`config.mk`:
```
export PLATFORM = sky130hd
export DESIGN_NAME = mpy_arbiter_flat
export DESIGN_NICKNAME = d
export VERILOG_FILES = /design/src/rtl/mpy_arbiter_if.sv /design/src/rtl/mpy_arbiter.sv /design/src/flat_wrapper.sv
export SDC_FILE = /design/constraint.sdc
export NUM_CORES = 1
export LEC_CHECK = 0
export BUFFER_PORTS_ARGS = -buffer_cell sky130_fd_sc_hd__buf_2
export CAP_MARGIN = 5
export CORE_ASPECT_RATIO = 1.2
export CORE_UTILIZATION = 35
export CTS_BUF_LIST = sky130_fd_sc_hd__clkbuf_2 sky130_fd_sc_hd__clkbuf_4 sky130_fd_sc_hd__clkbuf_8
export CTS_CLUSTER_DIAMETER = 100
export DETAILED_ROUTE_END_ITERATION = 10
export PLACE_DENSITY_LB_ADDON = 0.25
export SYNTH_ARGS = -nofsm -noshare
export SYNTH_HDL_FRONTEND = slang
export SYNTH_SLANG_ARGS = --single-unit
```
`constraint.sdc`:
```
create_clock -name clk -period 2.8 [get_ports clk]
set_input_delay 0.28 -clock clk [delete_from_list [all_inputs] [get_ports clk]]
set_output_delay 0.28 -clock clk [all_outputs]
set_load 0.02 [all_outputs]
```
`src/rtl/mpy_arbiter_if.sv`:
```
`default_nettype none
// ============================================================================
// Module   : mpy_arbiter_if
// Purpose  : Requester and multiplier bundle for the shared-multiplier arbiter.
// Revision : 1.0 - initial release
// ============================================================================
interface mpy_arbiter_if #(
  parameter int NREQ = 2
);
  logic               clear;
  logic [NREQ-1:0]    req;
  logic [NREQ-1:0]    sgn;
  logic [NREQ*32-1:0] a;
  logic [NREQ*32-1:0] b;
  logic [NREQ-1:0]    grant;
  logic               mpy_sync;
  logic               mpy_sgn;
  logic [31:0]        mpy_a;
  logic [31:0]        mpy_b;
  logic               prod_sync;
  logic [63:0]        prod;
  logic [NREQ-1:0]    rvalid;
  logic [63:0]        result;
  logic               busy;
  logic               err;

  // master: requesters plus multiplier; slave: the arbiter itself
  modport master (
    output clear, req, sgn, a, b, prod_sync, prod,
    input  grant, mpy_sync, mpy_sgn, mpy_a, mpy_b, rvalid, result, busy, err
  );
  modport slave (
    input  clear, req, sgn, a, b, prod_sync, prod,
    output grant, mpy_sync, mpy_sgn, mpy_a, mpy_b, rvalid, result, busy, err
  );
endinterface
`default_nettype wire

```
`src/rtl/mpy_arbiter.sv`:
```
`default_nettype none
// ============================================================================
// Module   : mpy_arbiter
// Purpose  : Round-robin sharing of one fixed-latency pipelined multiplier;
//            owner tags ride alongside the product. MPYARB_CHECK_EN adds a
//            sticky spurious/missing-product error flag.
// Revision : 1.0 - initial release
// ============================================================================
module mpy_arbiter #(
  parameter int NREQ    = 2,
  parameter int MPY_LAT = 5
) (
  input  wire logic    clk,
  input  wire logic    rst_n,
  mpy_arbiter_if.slave bus
);
  localparam int PW = (NREQ > 1) ? $clog2(NREQ) : 1;

  logic [PW-1:0]    ptr;
  logic [PW-1:0]    nxt_ptr;
  logic [PW-1:0]    gnt_idx;
  logic             gnt_any;
  logic [PW:0]      cand;
  logic [NREQ-1:0]  grant_w;
  logic             sel_sgn;
  logic [31:0]      sel_a;
  logic [31:0]      sel_b;
  logic [MPY_LAT:0] tag_vld;
  logic [PW-1:0]    tag_own [MPY_LAT+1];
  logic             ret_fire;
  logic [NREQ-1:0]  rv_next;
  logic             mpy_sync_r;
  logic             mpy_sgn_r;
  logic [31:0]      mpy_a_r;
  logic [31:0]      mpy_b_r;
  logic [NREQ-1:0]  rvalid_r;
  logic [63:0]      result_r;
  logic             busy_r;

  // Search from the pointer upward, wrapping modulo NREQ; first hit wins.
  always_comb begin
    gnt_any = 1'b0;
    gnt_idx = '0;
    cand    = '0;
    if (rst_n && !bus.clear) begin
      for (int i = 0; i < NREQ; i++) begin
        cand = {1'b0, ptr} + (PW+1)'(i);
        if (cand >= (PW+1)'(NREQ)) cand = cand - (PW+1)'(NREQ);
        if (!gnt_any && bus.req[cand[PW-1:0]]) begin
          gnt_any = 1'b1;
          gnt_idx = cand[PW-1:0];
        end
      end
    end
  end

  always_comb begin
    grant_w = '0;
    if (gnt_any) grant_w[gnt_idx] = 1'b1;
  end

  assign nxt_ptr = (gnt_idx == PW'(NREQ-1)) ? '0 : gnt_idx + PW'(1);

  always_comb begin
    sel_sgn = 1'b0;
    sel_a   = '0;
    sel_b   = '0;
    for (int k = 0; k < NREQ; k++) begin
      if (gnt_idx == PW'(k)) begin
        sel_sgn = bus.sgn[k];
        sel_a   = bus.a[32*k +: 32];
        sel_b   = bus.b[32*k +: 32];
      end
    end
  end

  always_comb begin
    rv_next = '0;
    for (int k = 0; k < NREQ; k++) begin
      rv_next[k] = ret_fire && (tag_own[MPY_LAT] == PW'(k));
    end
  end

  always_ff @(posedge clk or negedge rst_n) begin
    if (!rst_n) begin
      ptr        <= '0;
      mpy_sync_r <= 1'b0;
      mpy_sgn_r  <= 1'b0;
      mpy_a_r    <= '0;
      mpy_b_r    <= '0;
      tag_vld    <= '0;
      for (int i = 0; i <= MPY_LAT; i++) tag_own[i] <= '0;
      rvalid_r   <= '0;
      result_r   <= '0;
      busy_r     <= 1'b0;
    end else begin
      if (gnt_any) begin
        ptr       <= nxt_ptr;
        mpy_sgn_r <= sel_sgn;
        mpy_a_r   <= sel_a;
        mpy_b_r   <= sel_b;
      end
      mpy_sync_r <= gnt_any;
      tag_vld    <= bus.clear ? '0 : {tag_vld[MPY_LAT-1:0], gnt_any};
      tag_own[0] <= gnt_idx;
      for (int i = 1; i <= MPY_LAT; i++) tag_own[i] <= tag_own[i-1];
      rvalid_r   <= rv_next;
      if (ret_fire) result_r <= bus.prod;
      // A flush empties the pipe, so busy drops on the very next clock.
      busy_r     <= !bus.clear && (|tag_vld);
    end
  end

`ifdef MPYARB_CHECK_EN
  logic [3:0] inh_cnt;
  logic       err_r;

  assign ret_fire = tag_vld[MPY_LAT] && bus.prod_sync && !bus.clear;

  // Products issued before a flush still emerge; mute checking until they drain.
  always_ff @(posedge clk or negedge rst_n) begin
    if (!rst_n) begin
      inh_cnt <= '0;
      err_r   <= 1'b0;
    end else begin
      if (bus.clear)            inh_cnt <= 4'(MPY_LAT + 1);
      else if (inh_cnt != '0)   inh_cnt <= inh_cnt - 4'd1;
      if ((inh_cnt == '0) && (bus.prod_sync != tag_vld[MPY_LAT])) err_r <= 1'b1;
    end
  end

  assign bus.err = err_r;
`else
  logic unused_prod_sync;

  assign ret_fire         = tag_vld[MPY_LAT] && !bus.clear;
  assign unused_prod_sync = bus.prod_sync;
  assign bus.err          = 1'b0;
`endif

  assign bus.grant    = grant_w;
  assign bus.mpy_sync = mpy_sync_r;
  assign bus.mpy_sgn  = mpy_sgn_r;
  assign bus.mpy_a    = mpy_a_r;
  assign bus.mpy_b    = mpy_b_r;
  assign bus.rvalid   = rvalid_r;
  assign bus.result   = result_r;
  assign bus.busy     = busy_r;
endmodule
`default_nettype wire

```
`src/flat_wrapper.sv`:
```
// flat-port wrapper written by rule: the top's interface ports become plain ports
module mpy_arbiter_flat 
#(
  parameter int NREQ    = 2,
  parameter int MPY_LAT = 5
)
  (clk, rst_n, bus_clear, bus_req, bus_sgn, bus_a, bus_b, bus_prod_sync, bus_prod, bus_grant, bus_mpy_sync, bus_mpy_sgn, bus_mpy_a, bus_mpy_b, bus_rvalid, bus_result, bus_busy, bus_err);
  mpy_arbiter_if #(.NREQ(NREQ)) bus_i ();
  input  wire logic clk;
  input  wire logic rst_n;
  input wire logic [$bits(bus_i.clear)-1:0] bus_clear;
  input wire logic [$bits(bus_i.req)-1:0] bus_req;
  input wire logic [$bits(bus_i.sgn)-1:0] bus_sgn;
  input wire logic [$bits(bus_i.a)-1:0] bus_a;
  input wire logic [$bits(bus_i.b)-1:0] bus_b;
  input wire logic [$bits(bus_i.prod_sync)-1:0] bus_prod_sync;
  input wire logic [$bits(bus_i.prod)-1:0] bus_prod;
  output wire logic [$bits(bus_i.grant)-1:0] bus_grant;
  output wire logic [$bits(bus_i.mpy_sync)-1:0] bus_mpy_sync;
  output wire logic [$bits(bus_i.mpy_sgn)-1:0] bus_mpy_sgn;
  output wire logic [$bits(bus_i.mpy_a)-1:0] bus_mpy_a;
  output wire logic [$bits(bus_i.mpy_b)-1:0] bus_mpy_b;
  output wire logic [$bits(bus_i.rvalid)-1:0] bus_rvalid;
  output wire logic [$bits(bus_i.result)-1:0] bus_result;
  output wire logic [$bits(bus_i.busy)-1:0] bus_busy;
  output wire logic [$bits(bus_i.err)-1:0] bus_err;
  assign bus_i.clear = bus_clear;
  assign bus_i.req = bus_req;
  assign bus_i.sgn = bus_sgn;
  assign bus_i.a = bus_a;
  assign bus_i.b = bus_b;
  assign bus_i.prod_sync = bus_prod_sync;
  assign bus_i.prod = bus_prod;
  assign bus_grant = bus_i.grant;
  assign bus_mpy_sync = bus_i.mpy_sync;
  assign bus_mpy_sgn = bus_i.mpy_sgn;
  assign bus_mpy_a = bus_i.mpy_a;
  assign bus_mpy_b = bus_i.mpy_b;
  assign bus_rvalid = bus_i.rvalid;
  assign bus_result = bus_i.result;
  assign bus_busy = bus_i.busy;
  assign bus_err = bus_i.err;
  mpy_arbiter #(.NREQ(NREQ), .MPY_LAT(MPY_LAT)) u_core (.clk(clk), .rst_n(rst_n), .bus(bus_i));
endmodule
```
==> flow_summary.yaml, run 1 <==
yosys:
  synth_warnings: 0
  syn-cell-area_um2: 6010
  synth_simple_gate_area_share_pct: 11.3
  avgSynthCellArea_um2: 12.7
  synth_fp_nets: 673
  synthMuxAreaShare_pct: 12.0
  synth.distinct_cells: 22
  synth-compound-area-share_pct: 11.1
  synth-seq-area-share_pct: 60.8
  synth_top_family_by_area: "multiplexers"
  synth-seq-cells: 146
  synth_adder_area_share_pct: 0
  synthXorXnorAreaFrac_pct: 0
  synth_cells: 473
cts:
  numCtsBuffers: 17
  cts_max_level: 4
  cts_root_buf: "clkbuf_8"
  path_clk_slew_ns: 0.09
  cts.sink_count: 146
  clockBufferDepth: 2
  clkLatencyLatePin_ns: 0.43
  tritoncts: "yes"
placement:
  dpl_cell_area_um2: 7810
  dp_hpwl_mm: 12.3
  place_congestion: 0.792
  portBuffers: 333
timing:
  max_clock_freq_ghz: 0.398
  finalSetupViolCount: 0
  max_slew_margin_pct: 34.6
  whs_ns: 0.0749
  fin_setup_tns_ns: 0
  worst_slew_pin_slew_ns: 0.982
  fin_crit_sh_pct: 89.8
  hold_violations: 0
  slew_violations: 0
  finalCriticalPeriod_ns: 2.52
  skew_ns: 0.0110
  rsz0062_at_grt: "false"
route:
  wl_per_cell_um: 16.1
  vias: 5044
  ant_nets: 0
  drt-total-wl_mm: 16.5
  viasPerCell: 4.94
  drc_errors: 0
  drt_iter0_markers: 194
  firstDrtPassIters: 4
worst_setup_path:
  crit_required_ns: 2.52
  critical_path_arrival_ns: 2.24
  cp_num_buf_inv: 3
  slowest_stage: "and3_4"
  cp_max_fo: 66
  max_stage_delay_ns: 0.68
  cp-start-kind: "input port"
  worstSetupPathType: "input port to output port"
  crit_family: "buffers and inverters"
  worstPathCellList: "dlygate4sd3_1, buf_6, nor2b_2, and3_4, buf_2"
  crit_path_end_kind: "output port"
layout:
  nets: 992
  multi_input_area_um2: 2090
  design_area_um2: 8280
  areaGrowthSynthToFinish_pct: 37.8
  drive_gt1_share_pct: 55.2
  post-route-util_pct: 49.1
  fillers: 1536
  ff_latch_area_um2: 3650
min_path:
  holdCritPathClass: "input port to flop"
floorplan:
  core_area_um2: 16900
  die_w_um: 122
  fp.dieArea_um2: 17700
  start_util_pct: 35.7
  ioPinCount: 336
  placementRows: 52
  die_height_um: 146
power_and_ir_drop:
  vdd_ir_drop_max_mv: 0.283
  p_clk_share_pct: 33.4
  combinationalPowerShare_pct: 21.0
  p_sw_share_pct: 29.9
  leakagePower_uw: 0.00446
  p_sw_uw: 1630
  power_frac_seq_pct: 45.5
  p_int_uw: 3830
  power_density_nw_per_um2: 659
outcome:
  outcome: "complete, no violations"
global_route:
  grt.total_usage_pct: 18.6
  antenna_found_initial: 1
  first_global_vias: 4913
  grt_pass1_wl_mm: 25.3
  overflow: 0
  grt_max_degree: 80
flow_run:
  maxCapViolCount: 0
[through the flow]
stage	std cells	power (uW)	worst slack, ns
6_report	1021	5460	0.285
5_1_grt	1021	5730	0.175
4_1_cts	1020	5530	0.232
3_5_place_dp	987	3680	0.647
3_3_place_gp	987	3660	0.669
2_1_floorplan	473	3150	1.11
[cells in the mapped netlist, drive strengths merged]
library cell / count / area share (%)
nand2b: 1 / 0.10
mux2: 64 / 12
o21ai: 1 / 0.15
dfrtp: 146 / 61
nor2b: 8 / 0.87
nand2: 66 / 4.1
nor3b: 2 / 0.25
a21oi: 2 / 0.17
and2: 1 / 0.10
clkbuf: 13 / 0.81
nor4: 1 / 0.10
buf: 31 / 3.7
nor2: 1 / 0.062
inv: 3 / 0.19
and3: 1 / 0.19
and2b: 1 / 0.12
conb: 1 / 0.062
a221o: 65 / 11
nor3: 65 / 5.4
[logic make-up (layout without fill, tap and decap cells)]
group / Yosys count / after routing
AOI/OAI and AO/OA: 68 / 68
DFF: 146 / 146
buffers and inverters: 47 / 378
other: 1 / 2
and+or+nand+nor: 147 / 147
muxes: 64 / 64
[registers in the layout (all words and copies together), names as in the netlist]
| name | cells |
|---|---|
| u_core.bus.result | 64 |
| u_core.tag_vld | 6 |
| u_core.bus.mpy_sync | 1 |
| u_core.bus.busy | 1 |
| u_core.tag_own | 6 |
| u_core.bus.mpy_sgn | 1 |
| u_core.ptr | 1 |
| u_core.bus.mpy_a | 32 |
| u_core.bus.mpy_b | 32 |
| u_core.bus.rvalid | 2 |
[final timing paths]
check	start	endpoint	slack, ns	cells past startpoint
worst max register to register	u_core.ptr$_DFFE_PN0N_	u_core.bus.mpy_a[29]$_DFFE_PN0N_	1.08	4
worst min register to register	u_core.tag_own[3]$_DFF_PN0_	u_core.tag_own[2]$_DFF_PN0_	0.35	0
min in group asynchronous	rst_n	u_core.bus.mpy_a[9]$_DFFE_PN0N_	0.44	3
max in group asynchronous	rst_n	u_core.bus.mpy_a[24]$_DFFE_PN0N_	1.38	3
worst min-delay path	bus_b[19]	u_core.bus.mpy_b[19]$_DFFE_PN0N_	0.07	2
worst max-delay path	rst_n	bus_grant[0]	0.28	5
[timing repair]
item / 4_1_cts / 5_1_grt
hold endpoints to repair: 30 / 0
hold buffers: 2 / 0
buffers inserted: 0 / 0
resized for setup: 0 / 0
[per-layer routing]
metal / global-route usage, % / wire length, um / vias up
li1: - / - / 2371
met1: 23.2 / 6880 / 2384
met2: 30.7 / 7970 / 266
met3: 4.78 / 1240 / 23
met4: 6.98 / 371 / 0
met5: 0 / 0 / -
[power groups by stage]
stage          sequential [uW]  combinational [uW]  clock [uW]
6_report                  2490                1150        1830
5_1_grt                   2520                1230        1980
3_3_place_gp              2520                1140           0
4_1_cts                   2480                1160        1880
2_1_floorplan             2800                 351           0
3_5_place_dp              2520                1160           0
[cell usage in the layout, fill, tap and decap left out, types with 6 or more instances in the layout]
master / instances
a221o_1: 65
buf_2: 332
buf_4: 6
clkbuf_8: 17
dfrtp_1: 146
mux2_2: 64
nand2_1: 66
nor2b_1: 6
nor3_1: 65
[layout make-up]
type	instances	share of cell area, %
clock buffer	18	2.92
clock inverter	13	2.40
multi-input combinational	280	25.3
tap	216	3.26
antenna	1	0.0302
timing repair buffer	344	21.8
inverter	3	0.136
sequential	146	44.1
No activity file was read; power rests on OpenSTA's default activity.
==> inputs of run 2 (changes only) <==
clock period = 2.3 ns   (was 2.8 ns; I/O delays follow)
==> run 2 against run 1 <==
Against the previous run:
- count of clock-buffer cells in the layout unchanged
- sequential share of layout area shrank 5.5 points
- die area did not move
- final area grew 14%
- critical path type unchanged
- first-iteration DRC count grew 14%
- worst hold slack lost 0.040 ns
- critical endpoint unchanged
- sequential power up 22%
- wire length rose by 13%
==> flow_summary.yaml, run 2 (same netlist as run 1, synthesis figures left out) <==
outcome:
  outcome: "complete, no violations"
layout:
  design_area_um2: 9460
  nets: 1114
  fillers: 1410
  final_common_cell: "buf_2"
  largest_register_ffs: 64
  final_cell_mix: "332 x buf_2, 146 x dfrtp_1, 123 x dlygate4sd3_1"
  drive_gt1_share_pct: 48.0
  multi_input_area_um2: 2090
  areaGrowthSynthToFinish_pct: 57.3
  ff_latch_area_um2: 3650
global_route:
  grt.total_usage_pct: 20.9
  grt_pass1_wl_mm: 28.3
  grt_max_degree: 137
  antenna_found_initial: 1
  first_global_vias: 5644
  overflow: 0
route:
  drt_iter0_markers: 222
  wl_per_cell_um: 16.3
  firstDrtPassIters: 5
  vias: 5589
  drc_errors: 0
  drt-total-wl_mm: 18.6
  viasPerCell: 4.89
  ant_nets: 0
min_path:
  holdCritPathClass: "input port to flop"
worst_setup_path:
  critical_path_arrival_ns: 1.95
  crit_path_end_kind: "output port"
  worstSetupPathType: "input port to output port"
  ff2ff_setup_slack_ns: 0.58
  cp-start-kind: "input port"
  crit_required_ns: 2.07
  cp_max_fo: 25
timing:
  rsz0062_at_grt: "false"
  finalSetupViolCount: 0
  hold_violations: 0
  max_clock_freq_ghz: 0.459
  worst_slew_pin_slew_ns: 0.786
  fin_crit_sh_pct: 94.7
  max_slew_margin_pct: 47.6
  skew_ns: 0.00774
  fin_setup_tns_ns: 0
  slew_violations: 0
  finalCriticalPeriod_ns: 2.18
placement:
  place_congestion: 0.769
  dpl_cell_area_um2: 7830
  dp_hpwl_mm: 12.6
  portBuffers: 333
power_and_ir_drop:
  leakagePower_uw: 0.00495
  combinationalPowerShare_pct: 23.8
  vdd_ir_drop_max_mv: 0.398
  total_power_uw: 6600
  power_density_nw_per_um2: 698
  p_sw_uw: 2030
  p_int_uw: 4570
  p_clk_share_pct: 30.2
  p_sw_share_pct: 30.7
  power_frac_seq_pct: 46.0
cts:
  cts_post_setup_buffers_inserted: 0
  cts.sink_count: 146
  cts_resized: 0
  clockBufferDepth: 2
  tritoncts: "yes"
  path_clk_slew_ns: 0.08
  cts_root_buf: "clkbuf_8"
  clkLatencyLatePin_ns: 0.44
  cts_max_level: 4
  numCtsBuffers: 17
floorplan:
  die_height_um: 146
  start_util_pct: 35.7
  ioPinCount: 336
  fp.dieArea_um2: 17700
  core_area_um2: 16900
  placementRows: 52
  die_w_um: 122
flow_run:
  maxCapViolCount: 0
[run 2: cell count changes in the layout (fill, tap and decap cells not counted), sizes merged]
cell,previous run,this run
bufinv,4,2
clkinv,2,5
dlygate4sd3,1,123
[run 2: cell type report]
| type | count | area share (%) |
|---|---|---|
| antenna | 1 | 0.0265 |
| sequential | 146 | 38.6 |
| timing repair buffer | 466 | 32.0 |
| multi-input combinational | 280 | 22.1 |
| inverter | 3 | 0.119 |
| tap | 216 | 2.86 |
| clock inverter | 14 | 1.63 |
| clock buffer | 18 | 2.55 |
[run 2: repair_timing]
action                     in CTS  in global routing
setup endpoints to repair       0                  0
hold endpoints to repair      130                  2
hold buffers                  121                  2
[run 2: worst max-delay path: stages]
cell and delay [ns]:
dlygate4sd3_1 0.59, buf_6 0.20, nor2b_2 0.22, and3_4 0.45, buf_2 0.24
[run 2: metrics by stage]
step | worst slack [ns] | instances | hold slack, ns | utilization (%)
6_report | 0.123 | 1144 | 0.0352 | 56.1
5_1_grt | 0.0357 | 1144 | 0.00142 | 56.1
4_1_cts | 0.0609 | 1141 | 0.0000418 | 56.0
3_5_place_dp | 0.537 | 988 | 0.0575 | 46.5
3_3_place_gp | 0.574 | 988 | 0.0524 | 46.5
2_1_floorplan | 0.659 | 473 | -0.0656 | -
[run 2: per-layer routing]
metal | track usage, % | vias to the layer above | part of all wire, %
li1 | - | 2611 | -
met1 | 23.4 | 2625 | 39
met2 | 37.2 | 310 | 51
met3 | 4.90 | 43 | 7.5
met4 | 9.57 | 0 | 2.8
met5 | 0 | - | 0
[run 2: power groups by stage]
stage / clock, uW / combinational (uW) / sequential (uW)
detailed placement: 0 / 1420 / 3070
global route: 2180 / 1680 / 3070
finish: 1990 / 1570 / 3040
floorplan: 0 / 427 / 3410
CTS: 2070 / 1570 / 3030
global placement: 0 / 1390 / 3070
[run 2: worst paths after layout]
kind	startpoint	to	cells after the start
setup reg to reg	u_core.ptr$_DFFE_PN0N_	u_core.bus.mpy_a[7]$_DFFE_PN0N_	4
setup / recovery	rst_n	bus_grant[0]	5
min in group asynchronous	rst_n	u_core.tag_own[2]$_DFF_PN0_	2
max in group asynchronous	rst_n	u_core.bus.result[3]$_DFFE_PN0P_	3
hold / removal	bus_prod[26]	u_core.bus.result[26]$_DFFE_PN0P_	2
hold reg to reg	u_core.tag_own[2]$_DFF_PN0_	u_core.tag_own[1]$_DFF_PN0_	0
